`src/rtl/stopwatch_ctrl_if.sv`:
```
// Signal bundle between the stopwatch controller and its board-side neighbours:
// raw pushbuttons and the terminal-count flag in, count enable / clear / LEDs out.
interface stopwatch_ctrl_if;
    logic KEY_RUN;   // raw run/pause pushbutton, active-low
    logic KEY_CLR;   // raw clear pushbutton, active-low
    logic AT_MAX;    // counter chain currently shows 999
    logic TICK;      // one-cycle count enable to the counter chain
    logic CLR;       // one-cycle synchronous clear to the counter chain
    logic RUNNING;   // LED: stopwatch running
    logic HOLD;      // LED: stopped at terminal count

    // Board side: drives the keys and the terminal-count flag.
    modport master (
        output KEY_RUN, KEY_CLR, AT_MAX,
        input  TICK, CLR, RUNNING, HOLD
    );

    // Controller side.
    modport slave (
        input  KEY_RUN, KEY_CLR, AT_MAX,
        output TICK, CLR, RUNNING, HOLD
    );
endinterface

```
`src/rtl/stopwatch_ctrl.sv`:
```
// Stopwatch control stage: debounces the run and clear pushbuttons, runs the
// IDLE/RUN/PAUSE/DONE state machine, divides the system clock down to a
// one-cycle TICK per second and issues a one-cycle CLR to the counter chain.
module stopwatch_ctrl #(
    parameter int TICK_DIV        = 50000000,
    parameter int PS_W            = 26,
    parameter int DEBOUNCE_CYCLES = 1000000,
    parameter int DB_W            = 20,
    parameter int STOP_AT_MAX     = 1
) (
    input  logic            CLOCK_50,
    input  logic            RESET,
    stopwatch_ctrl_if.slave bus
);

    localparam logic [PS_W-1:0] PS_LAST = PS_W'(TICK_DIV - 1);
    localparam logic [DB_W-1:0] DB_LAST = DB_W'(DEBOUNCE_CYCLES - 1);
    localparam bit              STOP    = (STOP_AT_MAX != 0);

    typedef enum logic [1:0] {
        IDLE  = 2'd0,
        RUN   = 2'd1,
        PAUSE = 2'd2,
        DONE  = 2'd3
    } state_t;

    // ------------------------------------------------------------------
    // Key path: index 0 = run/pause, index 1 = clear
    // ------------------------------------------------------------------
    logic [1:0] raw_keys;
    logic [1:0] press;

    assign raw_keys = {bus.KEY_CLR, bus.KEY_RUN};

    generate
        for (genvar gi = 0; gi < 2; gi++) begin : g_key
            logic            sync1_reg;
            logic            sync2_reg;
            logic            level_reg;    // debounced key level (1 = released)
            logic            level_d_reg;  // previous debounced level, for edge detect
            logic            pulse_reg;    // one-cycle press pulse
            logic [DB_W-1:0] db_cnt_reg;

            // Two-flop synchronizer, stability counter and registered press detect.
            always_ff @(posedge CLOCK_50 or posedge RESET) begin
                if (RESET) begin
                    sync1_reg   <= 1'b1;
                    sync2_reg   <= 1'b1;
                    level_reg   <= 1'b1;
                    level_d_reg <= 1'b1;
                    pulse_reg   <= 1'b0;
                    db_cnt_reg  <= '0;
                end else begin
                    sync1_reg   <= raw_keys[gi];
                    sync2_reg   <= sync1_reg;
                    level_d_reg <= level_reg;
                    // Only a debounced 1->0 transition counts as a press.
                    pulse_reg   <= level_d_reg & ~level_reg;
                    if (sync2_reg == level_reg) begin
                        db_cnt_reg <= '0;
                    end else if (db_cnt_reg == DB_LAST) begin
                        level_reg  <= sync2_reg;
                        db_cnt_reg <= '0;
                    end else begin
                        db_cnt_reg <= db_cnt_reg + DB_W'(1);
                    end
                end
            end

            assign press[gi] = pulse_reg;
        end
    endgenerate

    logic run_press;
    logic clr_press;

    assign run_press = press[0];
    assign clr_press = press[1];

    // ------------------------------------------------------------------
    // State machine and prescaler
    // ------------------------------------------------------------------
    state_t          state_reg, state_next;
    logic [PS_W-1:0] ps_reg, ps_next;
    logic            tick_reg, tick_next;
    logic            clr_reg, clr_next;
    logic            running_reg, running_next;
    logic            hold_reg, hold_next;
    logic            wrap;
    logic            stop_now;

    // A second boundary is reached only while counting in RUN.
    assign wrap     = (state_reg == RUN) && (ps_reg == PS_LAST);
    assign stop_now = wrap && bus.AT_MAX && STOP;

    // State, prescaler and registered outputs.
    always_ff @(posedge CLOCK_50 or posedge RESET) begin
        if (RESET) begin
            state_reg   <= IDLE;
            ps_reg      <= '0;
            tick_reg    <= 1'b0;
            clr_reg     <= 1'b0;
            running_reg <= 1'b0;
            hold_reg    <= 1'b0;
        end else begin
            state_reg   <= state_next;
            ps_reg      <= ps_next;
            tick_reg    <= tick_next;
            clr_reg     <= clr_next;
            running_reg <= running_next;
            hold_reg    <= hold_next;
        end
    end

    // Next state and prescaler; clear overrides everything, including run.
    always_comb begin
        state_next = state_reg;
        ps_next    = ps_reg;
        case (state_reg)
            IDLE: begin
                ps_next = '0;
                if (run_press) state_next = RUN;
            end
            RUN: begin
                // Count on every RUN cycle, including the one that pauses,
                // so a wrap coinciding with a pause still delivers its second.
                ps_next = wrap ? '0 : ps_reg + PS_W'(1);
                if (stop_now)       state_next = DONE;
                else if (run_press) state_next = PAUSE;
            end
            PAUSE: begin
                // Prescaler holds so the partial second resumes later.
                if (run_press) state_next = RUN;
            end
            DONE: begin
                ps_next = '0;
            end
            default: begin
                state_next = IDLE;
                ps_next    = '0;
            end
        endcase
        if (clr_press) begin
            state_next = IDLE;
            ps_next    = '0;
        end
    end

    // Output decode, registered one edge later so every output is a flop.
    always_comb begin
        tick_next    = wrap && !stop_now && !clr_press;
        clr_next     = clr_press;
        running_next = (state_reg == RUN);
        hold_next    = (state_reg == DONE);
    end

    assign bus.TICK    = tick_reg;
    assign bus.CLR     = clr_reg;
    assign bus.RUNNING = running_reg;
    assign bus.HOLD    = hold_reg;

endmodule

```
`src/flat_wrapper.sv`:
```
// flat-port wrapper written by rule: the top's interface ports become plain ports
module stopwatch_ctrl_flat 
#(
    parameter int TICK_DIV        = 50000000,
    parameter int PS_W            = 26,
    parameter int DEBOUNCE_CYCLES = 1000000,
    parameter int DB_W            = 20,
    parameter int STOP_AT_MAX     = 1
)
  (CLOCK_50, RESET, bus_KEY_RUN, bus_KEY_CLR, bus_AT_MAX, bus_TICK, bus_CLR, bus_RUNNING, bus_HOLD);
  stopwatch_ctrl_if bus_i ();
  input  logic CLOCK_50;
  input  logic RESET;
  input wire logic [$bits(bus_i.KEY_RUN)-1:0] bus_KEY_RUN;
  input wire logic [$bits(bus_i.KEY_CLR)-1:0] bus_KEY_CLR;
  input wire logic [$bits(bus_i.AT_MAX)-1:0] bus_AT_MAX;
  output wire logic [$bits(bus_i.TICK)-1:0] bus_TICK;
  output wire logic [$bits(bus_i.CLR)-1:0] bus_CLR;
  output wire logic [$bits(bus_i.RUNNING)-1:0] bus_RUNNING;
  output wire logic [$bits(bus_i.HOLD)-1:0] bus_HOLD;
  assign bus_i.KEY_RUN = bus_KEY_RUN;
  assign bus_i.KEY_CLR = bus_KEY_CLR;
  assign bus_i.AT_MAX = bus_AT_MAX;
  assign bus_TICK = bus_i.TICK;
  assign bus_CLR = bus_i.CLR;
  assign bus_RUNNING = bus_i.RUNNING;
  assign bus_HOLD = bus_i.HOLD;
  stopwatch_ctrl #(.TICK_DIV(TICK_DIV), .PS_W(PS_W), .DEBOUNCE_CYCLES(DEBOUNCE_CYCLES), .DB_W(DB_W), .STOP_AT_MAX(STOP_AT_MAX)) u_core (.CLOCK_50(CLOCK_50), .RESET(RESET), .bus(bus_i));
endmodule
```
`config.mk`:
```
export PLATFORM = sky130hd
export DESIGN_NAME = stopwatch_ctrl_flat
export DESIGN_NICKNAME = d
export VERILOG_FILES = /design/src/rtl/stopwatch_ctrl_if.sv /design/src/rtl/stopwatch_ctrl.sv /design/src/flat_wrapper.sv
export SDC_FILE = /design/constraint.sdc
export NUM_CORES = 1
export LEC_CHECK = 0
export ABC_AREA = 1
export BUFFER_PORTS_ARGS = -buffer_cell sky130_fd_sc_hd__buf_2
export CAP_MARGIN = 25
export CORE_AREA = 2 2 98 100
export DETAILED_ROUTE_END_ITERATION = 6
export DIE_AREA = 0 0 100 102
export PLACE_DENSITY = 0.74
export SLEW_MARGIN = 20
export SYNTH_ARGS = -nofsm -noshare
export SYNTH_HDL_FRONTEND = slang
export SYNTH_SLANG_ARGS = --single-unit
export TNS_END_PERCENT = 1
```
`constraint.sdc`:
```
create_clock -name CLOCK_50 -period 4.2 [get_ports CLOCK_50]
set_input_delay 0.84 -clock CLOCK_50 [delete_from_list [all_inputs] [get_ports CLOCK_50]]
set_output_delay 0.84 -clock CLOCK_50 [all_outputs]
set_load 0.005 [all_outputs]
```
==> summary.md, run 1 <==
| Metric | Value |
|---|---|
| Number of antenna violations at the first check in global routing | 0 |
| Post-synth cell types | 38 |
| Leak | 2.13 nW |
| CP required | 4.45 ns |
| Max reg flops | 40 |
| Fin nets | 612 |
| R2r endpoint | u_core.ps_reg[14]$_DFFE_PP0P_ |
| Worst rel slew slack | 0.637 |
| Total routed wirelength | 9260 µm |
| R2R setup slack | 2.21 ns |
| Pwr/cell area | 310 nW/µm² |
| Vias in the first global route | 3701 |
| Starting Density | 0.490 |
| Post-synthesis sequential area ratio | 0.462 |
| RSZ-0062 raised after global routing | false |
| Sum Neg Setup Slack | 0 ns |
| R2R cell count | 9 |
| Row cnt | 35 |
| Ratio of cells with drive above 1 in the final layout | 0.0978 |
| Max Cap Viol | 0 |
| Worst slew pin tran | 0.544 ns |
| Skew-Pair Late Insertion Delay | 0.37 ns |
| Post-CTS sizing | 0 |
| Hold Fails Final Rpt | 0 |
| Crit path top cell by count | inv_1 |
| Final worst slack | 2.21 ns |
| Die Width | 100 µm |
| I/O Pins | 9 |
| Core Area | 9110 µm² |
| Setup WS pre-CTS | 2.16 ns |
| Max H-tree Level | 3 |
| CP peak stage delay | 0.45 ns |
| Crit path cell chain | inv_1 > ha_1 > inv_1 > nor2_4 > inv_2 > nand2_1 > nor4_1 > o21ai_0 > nor2_1 |
| Placed cell areas | 4630 µm² |
| Slew Viols, Final | 0 |
| Routed Antenna Nets | 0 |
| Status | completed |
| First-pass GRT wire length | 16000 µm |
| Post-synthesis cell area | 4470 µm² |
| Crit start category | flip-flop |
| Worst hold slack | 0.362 ns |
| Port Buffer Count | 8 |
| Initial DRT Pass Iterations | 5 |
| Hold Path Class | reg2reg |
| Clk_skew | 0.0116 ns |
| Synth area leaders | dfrtp_1 (41%), nand2_1 (11%), nor2_1 (7.6%) |
| Top FF cell, synth | dfrtp_1 |
| Cell family with most CP delay | simple AND/OR/NAND/NOR gates |
| Detailed-route via count | 3726 |
| CTS tree | yes |
| Postcts setup bufs | 0 |
| Non-Filler Cell Area, Final | 4880 µm² |
| Setup crit start | u_core.state_reg[0]$_DFFE_PP0P_ |
| Hold_sp | u_core.g_key[1].sync1_reg$_DFF_PP1_ |
| Synth Warn # | 0 |
| Worst Path Buf+Inv | 3 |
| Final Cycle Share | 0.474 |
| Endpoints failing setup | 0 |
| Via density | 5.22 |
| DP Wirelength | 6870 µm |
| P&R area growth vs syn | 9.36% |
| Fin crit period | 1.99 ns |
| Synth cell count leaders | nand2_1 (133), nor2_1 (90), inv_1 (80) |
| Area share of the largest cell type after synthesis | 0.415 |
| Synth Register Bits | 82 |
| Syn Area/Cell | 7.70 µm² |
| Syn Nets | 594 |
| Maximum vdd ir drop | 0.000280 V |
| Hold buffers post-CTS | 0 |
| Routed wire per std cell | 13.0 µm |
| GRT Total Usage | 0.195 |
| DRT iter0 DRCs | 239 |
| Critical Path Sink Type | flip-flop |
| Mapped Cells | 580 |
| Fmax | 0.502 GHz |
| Gr ovfl total | 0 |
| Total CTS buffers | 9 |
| Die H | 102 µm |
| Largest net degree at the start of global routing | 54 |
| Core Util, Final | 0.536 |
| Slowest stage cell on the critical path | nor2_4 |
| Crit Path Max Fanout | 18 |
| CTS Buffer Depth | 2 |
| Post-synth ARST share | 1.00 |
| Reg2Reg Launch Point | u_core.state_reg[0]$_DFFE_PP0P_ |
| CTS root buf | clkbuf_8 |
| RD Place Congestion | 0.914 |
| Antenna diodes | 0 |
| Critical path type | reg2reg |
| WP depth | 9 |
| Post-route DRC | 0 |
| Worst setup path endpoint | u_core.ps_reg[14]$_DFFE_PP0P_ |
| Clock-pin slew on the worst setup and hold paths | 0.09 ns |
| Die area | 10200 µm² |
| Clock tree sinks | 82 |
| Post-synth EDFFs | 0 |
| Arr. time, crit path | 2.24 ns |
| Area leader, netlist | dfrtp_1 |
| Fill cells | 834 |
| Top-count cell post-synth | nand2_1 |
## final cells by class
| class | count | area (µm²) | area share |
|---|---|---|---|
| Multi-Input combinational cell | 411 | 2070 | 0.424 |
| Sequential cell | 82 | 2060 | 0.422 |
| Clock buffer | 9 | 124 | 0.0254 |
| Timing Repair Buffer | 10 | 67.6 | 0.0138 |
| Inverter | 84 | 317 | 0.0648 |
| Clock inverter | 7 | 106 | 0.0218 |
| Tap cell | 111 | 139 | 0.0284 |
## worst min-delay path by stage
| stage | endpoint | slack, ns | depth (start not counted) |
|---|---|---|---|
| floorplan | u_core.g_key[0].sync2_reg$_DFF_PP1_ | 0.35 | 0 |
| global placement | u_core.g_key[1].sync2_reg$_DFF_PP1_ | 0.35 | 0 |
| detailed placement | u_core.g_key[1].sync2_reg$_DFF_PP1_ | 0.35 | 0 |
| CTS | u_core.g_key[1].sync2_reg$_DFF_PP1_ | 0.36 | 0 |
| global route | u_core.g_key[1].sync2_reg$_DFF_PP1_ | 0.37 | 0 |
| finish | u_core.g_key[1].sync2_reg$_DFF_PP1_ | 0.36 | 0 |
## metrics by stage
stage | power [W] | std cells
after global placement | 0.000855 | 697
after CTS | 0.00152 | 713
after floorplan | 0.000843 | 580
after detailed placement | 0.000857 | 697
final | 0.00151 | 714
after global routing | 0.00156 | 714
## worst register-to-register path, cell delays in order, from the launching register on
cell and delay (ns):
dfrtp_1 0.44, inv_1 0.12, ha_1 0.15, inv_1 0.10, nor2_4 0.45, inv_2 0.19, nand2_1 0.17, nor4_1 0.06
o21ai_0 0.14, nor2_1 0.05
## report_power, final
group          switching, W  total (W)  internal [W]  leakage (nW)
clock              0.000322   0.000670      0.000348         0.117
combinational     0.0000294  0.0000403     0.0000109         0.903
sequential       0.00000464   0.000802      0.000797          1.11
## per-layer routing
metal / wire length (µm) / part of all wire / track usage / vias to the layer above
met5: 0 / 0 / 0 / -
li1: - / - / - / 1893
met4: 191 / 0.021 / 0.0801 / 0
met2: 4520 / 0.49 / 0.341 / 75
met3: 371 / 0.040 / 0.0390 / 20
met1: 4180 / 0.45 / 0.236 / 1738
## logic make-up (layout without fill, tap and decap cells)
family	after synthesis	after routing	share of synthesized area
and+or+nand+nor	335	335	0.341
buffers and inverters	87	110	0.0751
DFF	82	82	0.462
AOI/OAI and AO/OA	48	48	0.0594
xor gates and xnor gates	18	18	0.0353
adders and majority gates	9	9	0.0252
muxes	1	1	0.00252
## layout by cell type, fill, tap and decap left out, drive strengths merged, types with 2 or more instances in the layout
cell | synthesis | routed
clkbuf | 1 | 9
nand4 | 15 | 15
a31oi | 2 | 2
nor3b | 3 | 3
buf | 2 | 10
o21ai | 20 | 20
a211oi | 2 | 2
bufinv | 0 | 2
dfstp | 8 | 8
nand3b | 4 | 4
nand2 | 138 | 138
xor2 | 15 | 15
and3 | 2 | 2
dfrtp | 74 | 74
nor2 | 98 | 98
nor3 | 36 | 36
inv | 84 | 88
a21oi | 18 | 18
nand3 | 36 | 36
xnor2 | 3 | 3
nor4 | 3 | 3
ha | 9 | 9
Power figures use the tool's default switching activity.
==> inputs of run 2 (changes only) <==
==> constraint.sdc (replaced) <==
create_clock -name CLOCK_50 -period 2.1 [get_ports CLOCK_50]
set_input_delay 0.42 -clock CLOCK_50 [delete_from_list [all_inputs] [get_ports CLOCK_50]]
set_output_delay 0.42 -clock CLOCK_50 [all_outputs]
set_load 0.005 [all_outputs]
==> summary.md, run 2 (synthesized netlist as in run 1, its figures left out) <==
| Metric | Value |
|---|---|
| Number of antenna violations at the first check in global routing | 0 |
| Clock-pin slew on the worst setup and hold paths | 0.10 ns |
| Hold Fails Final Rpt | 0 |
| Leak | 2.12 nW |
| Initial DRT Pass Iterations | 5 |
| P&R area growth vs syn | 9.55% |
| Setup WS pre-CTS | 0.0999 ns |
| Maximum vdd ir drop | 0.000409 V |
| Total routed wirelength | 9420 µm |
| Hold_sp | bus_KEY_RUN |
| Most common cell after layout, fill and taps aside | nand2_1 |
| Vias in the first global route | 3573 |
| Crit Path Max Fanout | 6 |
| Fill cells | 839 |
| Skew-Pair Late Insertion Delay | 0.37 ns |
| GRT Total Usage | 0.196 |
| Gr ovfl total | 0 |
| I/O Pins | 9 |
| Reg2Reg Launch Point | u_core.ps_reg[0]$_DFFE_PP0P_ |
| Antenna diodes | 0 |
| Die H | 102 µm |
| DRT iter0 DRCs | 255 |
| Endpoints failing setup | 0 |
| Die area | 10200 µm² |
| Total CTS buffers | 9 |
| DP Wirelength | 6830 µm |
| Slew Viols, Final | 0 |
| Critical Path Sink Type | flip-flop |
| Max reg flops | 40 |
| Routed Antenna Nets | 0 |
| Fin crit period | 1.95 ns |
| Crit start category | flip-flop |
| CTS tree | yes |
| Largest net degree at the start of global routing | 83 |
| Critical path type | reg2reg |
| CP required | 2.35 ns |
| Starting Density | 0.490 |
| Commonest non-fill, non-tap cells in the layout | nand2_1 (133), nor2_1 (90), inv_1 (79) |
| First-pass GRT wire length | 16100 µm |
| Hold Path Class | in2reg |
| Sum Neg Setup Slack | 0 ns |
| Max H-tree Level | 3 |
| Row cnt | 35 |
| Status | completed |
| Final worst slack | 0.147 ns |
| Fmax | 0.512 GHz |
| Pwr/cell area | 586 nW/µm² |
| Routed wire per std cell | 13.1 µm |
| Core Area | 9110 µm² |
| Fin nets | 616 |
| Post-route DRC | 0 |
| CTS Buffer Depth | 2 |
| Setup crit start | u_core.ps_reg[0]$_DFFE_PP0P_ |
| CTS root buf | clkbuf_8 |
| Clk_skew | 0.0164 ns |
| Worst slew pin tran | 0.424 ns |
| Via density | 5.26 |
| Max Cap Viol | 0 |
| RD Place Congestion | 0.934 |
| RSZ-0062 raised after global routing | false |
| Die Width | 100 µm |
| Worst rel slew slack | 0.715 |
| Hold buffers post-CTS | 0 |
| Final Cycle Share | 0.930 |
| Port Buffer Count | 8 |
| Detailed-route via count | 3776 |
| Clock tree sinks | 82 |
| Arr. time, crit path | 2.20 ns |
| Ratio of cells with drive above 1 in the final layout | 0.105 |
==> run 2: per-layer routing <==
layer / global-route usage / up-vias / part of all wire / wire length (µm)
met5: 0 / - / 0 / 0
met4: 0.0748 / 0 / 0.017 / 163
met3: 0.0335 / 17 / 0.053 / 498
met2: 0.336 / 103 / 0.48 / 4530
met1: 0.252 / 1755 / 0.45 / 4230
li1: - / 1901 / - / -
==> run 2: through the flow <==
step                hold WS [ns]  cells  power [W]  utilization  cell area [µm²]
floorplan                  0.345    580    0.00169            -             4470
global placement           0.346    699    0.00171        0.512             4660
detailed placement         0.349    699    0.00172        0.512             4660
CTS                        0.138    715    0.00290        0.534             4860
global route               0.133    718    0.00297        0.537             4890
finish                     0.155    718    0.00287        0.537             4890
==> run 2: area by class of cell <==
class	instances	area, µm²	area share
Inverter	84	319	0.0652
Multi-Input combinational cell	411	2070	0.424
Tap cell	111	139	0.0284
Clock buffer	9	124	0.0253
Timing Repair Buffer	14	97.6	0.0199
Clock inverter	7	77.6	0.0159
Sequential cell	82	2060	0.421
==> run 2: where the power goes <==
part           total [W]  switching (W)  internal (W)
Combinational  0.0000803      0.0000581     0.0000222
Sequential       0.00160     0.00000922       0.00159
Clock            0.00119       0.000628      0.000557
==> run 2: worst paths after layout <==
path                                                    endpoint  slack, ns  depth (start not counted)
hold / removal               u_core.g_key[0].sync1_reg$_DFF_PP1_       0.15                          1
min in group asynchronous           u_core.ps_reg[3]$_DFFE_PP0P_       0.17                          3
setup / recovery                   u_core.ps_reg[14]$_DFFE_PP0P_       0.15                         10
hold reg to reg              u_core.g_key[1].sync2_reg$_DFF_PP1_       0.36                          0
setup reg to reg                   u_core.ps_reg[14]$_DFFE_PP0P_       0.15                         10
max in group asynchronous  u_core.g_key[1].level_d_reg$_DFF_PP1_       1.57                          3
==> run 2: what timing repair did <==
item,in CTS,in global routing
gates resized for setup,0,1
setup endpoints to repair,0,7
buffers inserted,0,3
==> run 2: critical path, stage by stage (launching register included) <==
cell and delay, ns:
dfrtp_1 0.42, ha_1 0.26, nand2_2 0.10, nor2_4 0.17, inv_1 0.06, nor2_1 0.22
nand3b_1 0.17, nor3_2 0.21, nand2_1 0.08, o21ai_0 0.07, nor2_1 0.06
==> inputs of run 3 (changes only) <==
--- a/config.mk
+++ b/config.mk
@@ -8,10 +8,10 @@
 export ABC_AREA = 1
 export BUFFER_PORTS_ARGS = -buffer_cell sky130_fd_sc_hd__buf_2
 export CAP_MARGIN = 25
-export CORE_AREA = 2 2 98 100
+export CORE_AREA = 2 2 103 105
 export DETAILED_ROUTE_END_ITERATION = 6
-export DIE_AREA = 0 0 100 102
-export PLACE_DENSITY = 0.74
+export DIE_AREA = 0 0 105 107
+export PLACE_DENSITY = 0.69
 export SLEW_MARGIN = 20
 export SYNTH_ARGS = -nofsm -noshare
 export SYNTH_HDL_FRONTEND = slang
==> summary.md, run 3 (synthesized netlist as in run 1, its figures left out) <==
| Metric | Value |
|---|---|
| Status | completed |
| CTS root buf | clkbuf_8 |
| Non-Filler Cell Area, Final | 4940 µm² |
| CTS tree | yes |
| Detailed-route via count | 3819 |
| Critical path type | reg2reg |
| Fin crit period | 1.91 ns |
| Die H | 107 µm |
| Clock-pin slew on the worst setup and hold paths | 0.09 ns |
| P&R area growth vs syn | 10.7% |
| Worst rel slew slack | 0.699 |
| Sum Neg Setup Slack | 0 ns |
| Max Cap Viol | 0 |
| GRT Total Usage | 0.183 |
| Endpoints failing setup | 0 |
| Starting Density | 0.442 |
| Post-route DRC | 0 |
| CP required | 2.34 ns |
| Hold Fails Final Rpt | 0 |
| Commonest non-fill, non-tap cells in the layout | nand2_1 (133), nor2_1 (90), inv_1 (78) |
| Final Cycle Share | 0.912 |
| I/O Pins | 9 |
| Arr. time, crit path | 2.15 ns |
| Hold Path Class | in2async |
| Most common cell after layout, fill and taps aside | nand2_1 |
| Die area | 11200 µm² |
| Slew Viols, Final | 0 |
| Max H-tree Level | 3 |
| Fmax | 0.522 GHz |
| Clk_skew | 0.0136 ns |
| Ratio of cells with drive above 1 in the final layout | 0.108 |
| Final cell count without fillers | 745 |
| Routed wire per std cell | 12.8 µm |
| Port Buffer Count | 8 |
| Clock tree sinks | 82 |
| R2R setup slack | 0.19 ns |
| Dpl cells | 725 |
| RSZ-0062 raised after global routing | false |
| Gr ovfl total | 0 |
| Routed Antenna Nets | 0 |
| Via density | 5.13 |
| Total routed wirelength | 9560 µm |
| Antenna diodes | 0 |
| Crit start category | flip-flop |
| Maximum vdd ir drop | 0.000347 V |
| DP Wirelength | 6940 µm |
| Max reg flops | 40 |
| R2R cell count | 10 |
| Core Area | 10100 µm² |
| Pwr/cell area | 583 nW/µm² |
| Placed cell areas | 4700 µm² |
| R2r endpoint | u_core.ps_reg[14]$_DFFE_PP0P_ |
| Total CTS buffers | 9 |
| Die Width | 105 µm |
| CTS Buffer Depth | 2 |
| Leak | 2.14 nW |
| Worst slew pin tran | 0.451 ns |
| Crit Path Max Fanout | 6 |
| Row cnt | 37 |
| First-pass GRT wire length | 16700 µm |
| Skew-Pair Late Insertion Delay | 0.36 ns |
| Vias in the first global route | 3717 |
| Number of antenna violations at the first check in global routing | 0 |
| Critical Path Sink Type | flip-flop |
| Fin nets | 618 |
| Worst hold slack | 0.0642 ns |
| Initial DRT Pass Iterations | 4 |
| Final worst slack | 0.186 ns |
| RD Place Congestion | 0.926 |
| Reg2Reg Launch Point | u_core.ps_reg[0]$_DFFE_PP0P_ |
| DRT iter0 DRCs | 244 |
| Setup WS pre-CTS | 0.0943 ns |
| Largest net degree at the start of global routing | 56 |
run 3: where the power goes:
group	internal [W]	switching, W
Clock	0.000613	0.000583
Sequential	0.00159	0.00000928
Combinational	0.0000245	0.0000599
Total	0.00223	0.000652
run 3: how the worst max path moves through the flow:
stage / cells after the start / slack (ns) / from / endpoint
2_1_floorplan: 9 / 0.47 / u_core.state_reg[0]$_DFFE_PP0P_ / u_core.ps_reg[10]$_DFFE_PP0P_
3_3_place_gp: 10 / 0.20 / u_core.ps_reg[0]$_DFFE_PP0P_ / u_core.ps_reg[14]$_DFFE_PP0P_
3_5_place_dp: 10 / 0.09 / u_core.state_reg[0]$_DFFE_PP0P_ / u_core.ps_reg[10]$_DFFE_PP0P_
4_1_cts: 10 / 0.07 / u_core.state_reg[0]$_DFFE_PP0P_ / u_core.ps_reg[10]$_DFFE_PP0P_
5_1_grt: 10 / 0.05 / u_core.ps_reg[0]$_DFFE_PP0P_ / u_core.ps_reg[14]$_DFFE_PP0P_
6_report: 10 / 0.19 / u_core.ps_reg[0]$_DFFE_PP0P_ / u_core.ps_reg[14]$_DFFE_PP0P_
run 3: final cells by class:
| cell class | instances | area, µm² |
|---|---|---|
| fillers | 991 | 5150 |
| multi-input cells | 411 | 2070 |
| flip-flops and latches | 82 | 2060 |
| inverters | 84 | 322 |
| well taps | 136 | 170 |
| clock buffers | 12 | 155 |
| repair buffers | 16 | 113 |
| clock inverters | 4 | 50.0 |
run 3: timing repair:
item / 4_1_cts / 5_1_grt
gates resized for setup: 0 / 3
buffers inserted: 0 / 4
endpoints found under the setup margin: 0 / 5
hold buffers: 0 / 0
run 3: metrics by stage:
stage	util	total power, W
2_1_floorplan	-	0.00169
3_3_place_gp	0.466	0.00172
3_5_place_dp	0.466	0.00172
4_1_cts	0.486	0.00293
5_1_grt	0.490	0.00300
6_report	0.490	0.00288
run 3: routing by layer:
metal	wire, µm	vias up	track usage
met1	4330	1792	0.232
met4	262	0	0.0876
li1	-	1900	-
met5	0	-	0
met2	4610	103	0.301
met3	356	24	0.0353
run 3: critical path: stages, from the launching register on:
cell,delay [ns]
dfrtp_1,0.44
ha_1,0.26
nand2_2,0.10
nor2_4,0.17
inv_1,0.05
nor2_1,0.20
nand3b_1,0.17
nor3_2,0.19
nand2_1,0.08
o21ai_0,0.08
nor2_1,0.05
